**src/rtl/sume_clk_reset_sequencer.sv**
```systemverilog
// Board bring-up sequencer for the 10G datapath: SI5324 reset, I2C programming,
// PLL lock qualification, PHY reset pulse, then core release with lock-loss recovery.
module sume_clk_reset_sequencer #(
   parameter int RST_HOLD_CYCLES    = 1000,
   parameter int I2C_TIMEOUT        = 1048576,
   parameter int MAX_RETRIES        = 3,
   parameter int LOCK_STABLE_CYCLES = 4096,
   parameter int XPHY_RST_CYCLES    = 64,
   parameter int LED_DIV_BITS       = 24
) (
   input  logic       clk,
   input  logic       reset,
   input  logic       i2c_done,
   input  logic       i2c_error,
   input  logic       pll_locked,
   input  logic       pcie_link_up,
   output logic       si5324_rst_n,
   output logic       i2c_start,
   output logic       xphy_rst,
   output logic       core_rst,
   output logic [2:0] seq_state,
   output logic [3:0] retry_cnt,
   output logic       led_0,
   output logic       led_1
);

   typedef enum logic [2:0] {
      HOLD  = 3'd0,
      PROG  = 3'd1,
      PWAIT = 3'd2,
      LOCK  = 3'd3,
      XRST  = 3'd4,
      RUN   = 3'd5,
      FAIL  = 3'd6
   } state_e;

   localparam int MaxAB  = (RST_HOLD_CYCLES > I2C_TIMEOUT) ? RST_HOLD_CYCLES : I2C_TIMEOUT;
   localparam int MaxCD  = (LOCK_STABLE_CYCLES > XPHY_RST_CYCLES) ? LOCK_STABLE_CYCLES : XPHY_RST_CYCLES;
   localparam int CntMax = (MaxAB > MaxCD) ? MaxAB : MaxCD;
   localparam int CntW   = $clog2(CntMax) + 1;

   localparam logic [CntW-1:0] HoldLast    = CntW'(RST_HOLD_CYCLES - 1);
   localparam logic [CntW-1:0] TimeoutLast = CntW'(I2C_TIMEOUT - 1);
   localparam logic [CntW-1:0] LockLast    = CntW'(LOCK_STABLE_CYCLES - 1);
   localparam logic [CntW-1:0] XrstLast    = CntW'(XPHY_RST_CYCLES - 1);
   localparam logic [3:0]      RetryLimit  = 4'(MAX_RETRIES);

   state_e                  state_q, state_d;
   logic [CntW-1:0]         cnt_q, cnt_d;
   logic [3:0]              retry_q, retry_d;
   logic [LED_DIV_BITS-1:0] div_q, div_d;
   logic                    siRstN_q, siRstN_d;
   logic                    i2cStart_q, i2cStart_d;
   logic                    xphyRst_q, xphyRst_d;
   logic                    coreRst_q, coreRst_d;
   logic                    led0_q, led0_d;
   logic                    led1_q, led1_d;

   always_ff @(posedge clk) begin
      if (reset) begin
         state_q    <= HOLD;
         cnt_q      <= '0;
         retry_q    <= '0;
         div_q      <= '0;
         siRstN_q   <= 1'b0;
         i2cStart_q <= 1'b0;
         xphyRst_q  <= 1'b1;
         coreRst_q  <= 1'b1;
         led0_q     <= 1'b0;
         led1_q     <= 1'b0;
      end else begin
         state_q    <= state_d;
         cnt_q      <= cnt_d;
         retry_q    <= retry_d;
         div_q      <= div_d;
         siRstN_q   <= siRstN_d;
         i2cStart_q <= i2cStart_d;
         xphyRst_q  <= xphyRst_d;
         coreRst_q  <= coreRst_d;
         led0_q     <= led0_d;
         led1_q     <= led1_d;
      end
   end

   // Every phase transition restarts the shared counter; RUN and FAIL leave it idle.
   always_comb begin
      state_d = state_q;
      cnt_d   = cnt_q;
      retry_d = retry_q;
      case (state_q)
         HOLD: begin
            if (cnt_q == HoldLast) begin
               state_d = PROG;
               cnt_d   = '0;
            end else begin
               cnt_d = cnt_q + 1'b1;
            end
         end
         PROG: begin
            state_d = PWAIT;
            cnt_d   = '0;
         end
         PWAIT: begin
            if (i2c_done && !i2c_error) begin
               state_d = LOCK;
               cnt_d   = '0;
            end else if (i2c_done || (cnt_q == TimeoutLast)) begin
               cnt_d = '0;
               if (retry_q == RetryLimit) begin
                  state_d = FAIL;
               end else begin
                  state_d = HOLD;
                  retry_d = retry_q + 1'b1;
               end
            end else begin
               cnt_d = cnt_q + 1'b1;
            end
         end
         LOCK: begin
            if (!pll_locked) begin
               cnt_d = '0;
            end else if (cnt_q == LockLast) begin
               state_d = XRST;
               cnt_d   = '0;
            end else begin
               cnt_d = cnt_q + 1'b1;
            end
         end
         XRST: begin
            if (!pll_locked) begin
               state_d = LOCK;
               cnt_d   = '0;
            end else if (cnt_q == XrstLast) begin
               state_d = RUN;
               cnt_d   = '0;
            end else begin
               cnt_d = cnt_q + 1'b1;
            end
         end
         RUN: begin
            if (!pll_locked) begin
               state_d = LOCK;
               cnt_d   = '0;
            end
         end
         FAIL: begin
            state_d = FAIL;
         end
         default: begin
            state_d = HOLD;
            cnt_d   = '0;
         end
      endcase
   end

   // Outputs are decoded from the next state so they change on the same edge as the state.
   always_comb begin
      div_d      = div_q + 1'b1;
      siRstN_d   = !((state_d == HOLD) || (state_d == FAIL));
      i2cStart_d = (state_d == PROG);
      xphyRst_d  = (state_d != RUN);
      coreRst_d  = (state_d != RUN);
      led0_d     = 1'b0;
      led1_d     = 1'b0;
      if (state_d == RUN) begin
         led0_d = pcie_link_up ? div_d[LED_DIV_BITS-1] : 1'b1;
      end
      if (state_d == FAIL) begin
         led1_d = div_d[LED_DIV_BITS-1];
      end
   end

   assign si5324_rst_n = siRstN_q;
   assign i2c_start    = i2cStart_q;
   assign xphy_rst     = xphyRst_q;
   assign core_rst     = coreRst_q;
   assign seq_state    = state_q;
   assign retry_cnt    = retry_q;
   assign led_0        = led0_q;
   assign led_1        = led1_q;

endmodule

```
**config.mk**
```make
export PLATFORM = sky130hd
export DESIGN_NAME = sume_clk_reset_sequencer
export DESIGN_NICKNAME = d
export VERILOG_FILES = /design/src/rtl/sume_clk_reset_sequencer.sv
export SDC_FILE = /design/constraint.sdc
export NUM_CORES = 1
export LEC_CHECK = 0
export ABC_AREA = 1
export BUFFER_PORTS_ARGS = -buffer_cell sky130_fd_sc_hd__buf_2
export CAP_MARGIN = 40
export CORE_UTILIZATION = 50
export DETAILED_ROUTE_END_ITERATION = 12
export GPL_TIMING_DRIVEN = 1
export HOLD_SLACK_MARGIN = 0.03
export PLACE_DENSITY = 0.72
export SYNTH_ARGS = -nofsm -noshare
export SYNTH_HDL_FRONTEND = slang
export SYNTH_SLANG_ARGS = --single-unit
```
**constraint.sdc**
```tcl
create_clock -name clk -period 1.9 [get_ports clk]
set_input_delay 0.095 -clock clk [delete_from_list [all_inputs] [get_ports clk]]
set_output_delay 0.095 -clock clk [all_outputs]
set_load 0.03 [all_outputs]
```
==> flow_summary.ini <==
[setup_path]
cp-start-kind = register
critical_path.top_delay_family = simple AND/OR/NAND/NOR gates
path_class = reg -> reg
crit_slowest_cell = dfxtp_1
worstPathArrival_ns = 2.04
crit_path_max_incr_delay_ns = 0.36
path_depth = 9
end_kind = register
path_cells = nor2_1 -> nand3_1 -> nor2_2 -> nand2_1 -> o21ai_1 -> and2b_1 -> nand2_2 -> nor3_1 -> nor2_1
cp.required_ns = 2.14
reg2reg_depth = 9
cpMostUsedCell = nor2_1
worst-path-max-fanout = 5
cp.buffers_inverters = 0

[routing]
drcViolationCount = 0
wl_per_cell_um = 12.1
viasPerCell = 5.06
vias = 2800
wirelength_um = 6690
initialDrtViolationCount = 93
ant_nets = 0
firstDrtPassIters = 4

[synthesis]
ys_ff_latch = 57
syn_avg_cell_area_um2 = 6.94
syn_inst = 444
ys_warn_count = 0
seq_area_frac_synth_pct = 37.0
syn_area_um2 = 3080
synth_nets = 453
synth.distinct_cells = 41

[pwr]
ir_worst_vdd_v = 0.000637
power.density_nw_per_um2 = 719
p_leak_nw = 1.49

[placement]
place_congestion = 0.884
io_buffers = 18
dp_hpwl_um = 4500
dp.cells = 537

[grt]
grt_pass1_vias = 2463
antenna_found_initial = 0
grt_use_total_pct = 21.3
overflow = 0
grt_pass1_wl_um = 10500
grt_max_degree = 29

[timing]
drv_slew = 0
slew_headroom_pct = 63.8
tns_ns = 0
finClkSkew_ns = 0.0149
fin_crit_sh_pct = 94.8
fin_crit_ns = 1.80
fmax_ghz = 0.555
worst_pin_slew_ns = 0.542
setup_viol = 0
final_hold_viol_count = 0

[die]
pin_count = 19
die-area_um2 = 6480
die_h_um = 80.5
fp.coreArea_um2 = 5920
die_w_um = 80.5
core.rowCount = 28
start_util_pct = 52.0

[clocking]
cts.clk_slew.worst_paths_ns = 0.08
ctsHoldBuffers = 0
clock_latency_ns = 0.35
clock_tree.root_cell = clkbuf_8
cts_buffer_depth = 2
cts_tree = yes
numCtsBuffers = 9
cts_sinks = 57
htreeDepth = 3
cts_setup_buffers = 0

[job]
cap_violations = 0

[cells_and_area]
num_antenna_cells = 0
layout-drive-gt1-share_pct = 21.8
final_cell_mix = nand2_1 (86), inv_1 (53), nor2_1 (52), dfxtp_1 (52), nand3_1 (29)
fin_nets = 482
syn_to_final_growth_pct = 16.5
layout_commonest_cell = nand2_1
stdcell_count = 553

[min_path]
hold_path.class = in -> reg
hold_depth = 4

[outcome]
status = finished, final reports clean
[cells by family after synthesis]
kind of cell / Yosys count / share of synthesized area, %
compound gates: 66 / 12.4
flops: 57 / 37.0
simple gates: 231 / 35.9
xor+xnor: 15 / 4.26
fa+ha+maj: 3 / 1.22
buf+inv: 72 / 9.18
[cells in the mapped netlist (all sizes together)]
master | instances | share of area, %
xnor2 | 6 | 1.7
or2 | 1 | 0.20
o21ai | 25 | 4.2
nor3b | 1 | 0.24
o31ai | 1 | 0.24
xor2 | 9 | 2.6
clkbuf | 5 | 0.61
a21boi | 1 | 0.24
o21a | 1 | 0.24
inv | 62 | 7.6
nand3 | 36 | 6.7
ha | 3 | 1.2
nand3b | 3 | 0.73
a21oi | 30 | 5.1
o211ai | 3 | 0.73
o21bai | 2 | 0.49
nand4 | 4 | 1.0
and3 | 1 | 0.20
nand2 | 100 | 14
a22oi | 2 | 0.81
and2b | 1 | 0.24
dfxtp | 57 | 37
nor2 | 66 | 9.3
buf | 5 | 1.0
nor3 | 18 | 3.6
o21ba | 1 | 0.32
[metrics by stage]
| step | util (%) | cell area [um^2] | setup WS [ns] | power, mW | hold WS [ns] |
|---|---|---|---|---|---|
| finish | 60.6 | 3590 | 0.0988 | 2.58 | 0.0480 |
| global route | 60.6 | 3590 | -0.109 | 2.67 | 0.0580 |
| CTS | 59.3 | 3510 | 0.0366 | 2.60 | 0.0341 |
| detailed placement | 55.6 | 3290 | 0.0438 | 1.31 | 0.402 |
| global placement | 55.6 | 3290 | 0.0828 | 1.31 | 0.398 |
| floorplan | - | 3080 | 0.202 | 1.29 | 0.278 |
[worst register-to-register path, stage by stage, from the launching register on]
cell and delay (ns):
dfxtp_1 0.36, nor2_1 0.18, nand3_1 0.13, nor2_2 0.22, nand2_1 0.13, o21ai_1 0.21
and2b_1 0.18, nand2_2 0.08, nor3_1 0.13, nor2_1 0.06
[sequential cells by signal, summed over array words and instances (netlist names)]
| name | count |
|---|---|
| i2c_start | 1 |
| si5324_rst_n | 1 |
| div_q | 24 |
| cnt_q | 21 |
| core_rst | 1 |
| led_1 | 1 |
| seq_state | 3 |
| led_0 | 1 |
| retry_cnt | 4 |
[metal layers]
layer | vias to the layer above | routed length [um] | GRT usage, %
met1 | 1270 | 3230 | 27.2
met2 | 40 | 3080 | 33.1
met3 | 9 | 276 | 7.16
met4 | 0 | 93 | 7.32
li1 | 1481 | - | -
met5 | - | 0 | 0
[report_power, final]
group | switching [mW] | internal [mW]
Clock | 0.509 | 0.772
Sequential | 0.0115 | 1.21
Combinational | 0.0476 | 0.0318
[what timing repair did]
action,CTS,global route
endpoints found under the hold margin,0,0
endpoints found under the setup margin,0,31
gates resized for setup,0,20
[path summary, 6_finish.rpt]
check,from,end,slack [ns]
setup / recovery,cnt_q[16]$_SDFFE_PP0P_,si5324_rst_n$_SDFF_PP0_,0.1
hold / removal,pcie_link_up,led_0$_SDFF_PP0_,0.05
setup reg to reg,cnt_q[16]$_SDFFE_PP0P_,si5324_rst_n$_SDFF_PP0_,0.1
hold reg to reg,div_q[0]$_SDFF_PP0_,div_q[0]$_SDFF_PP0_,0.44
[final cells by class]
class,count,area (um^2)
sequential,57,1150
multi-input combinational,315,1730
clock inverter,5,78.8
clock buffer,11,141
tap,75,93.8
fill,555,2330
inverter,62,233
timing repair buffer,28,165
No activity file was read; power rests on OpenSTA's default activity.
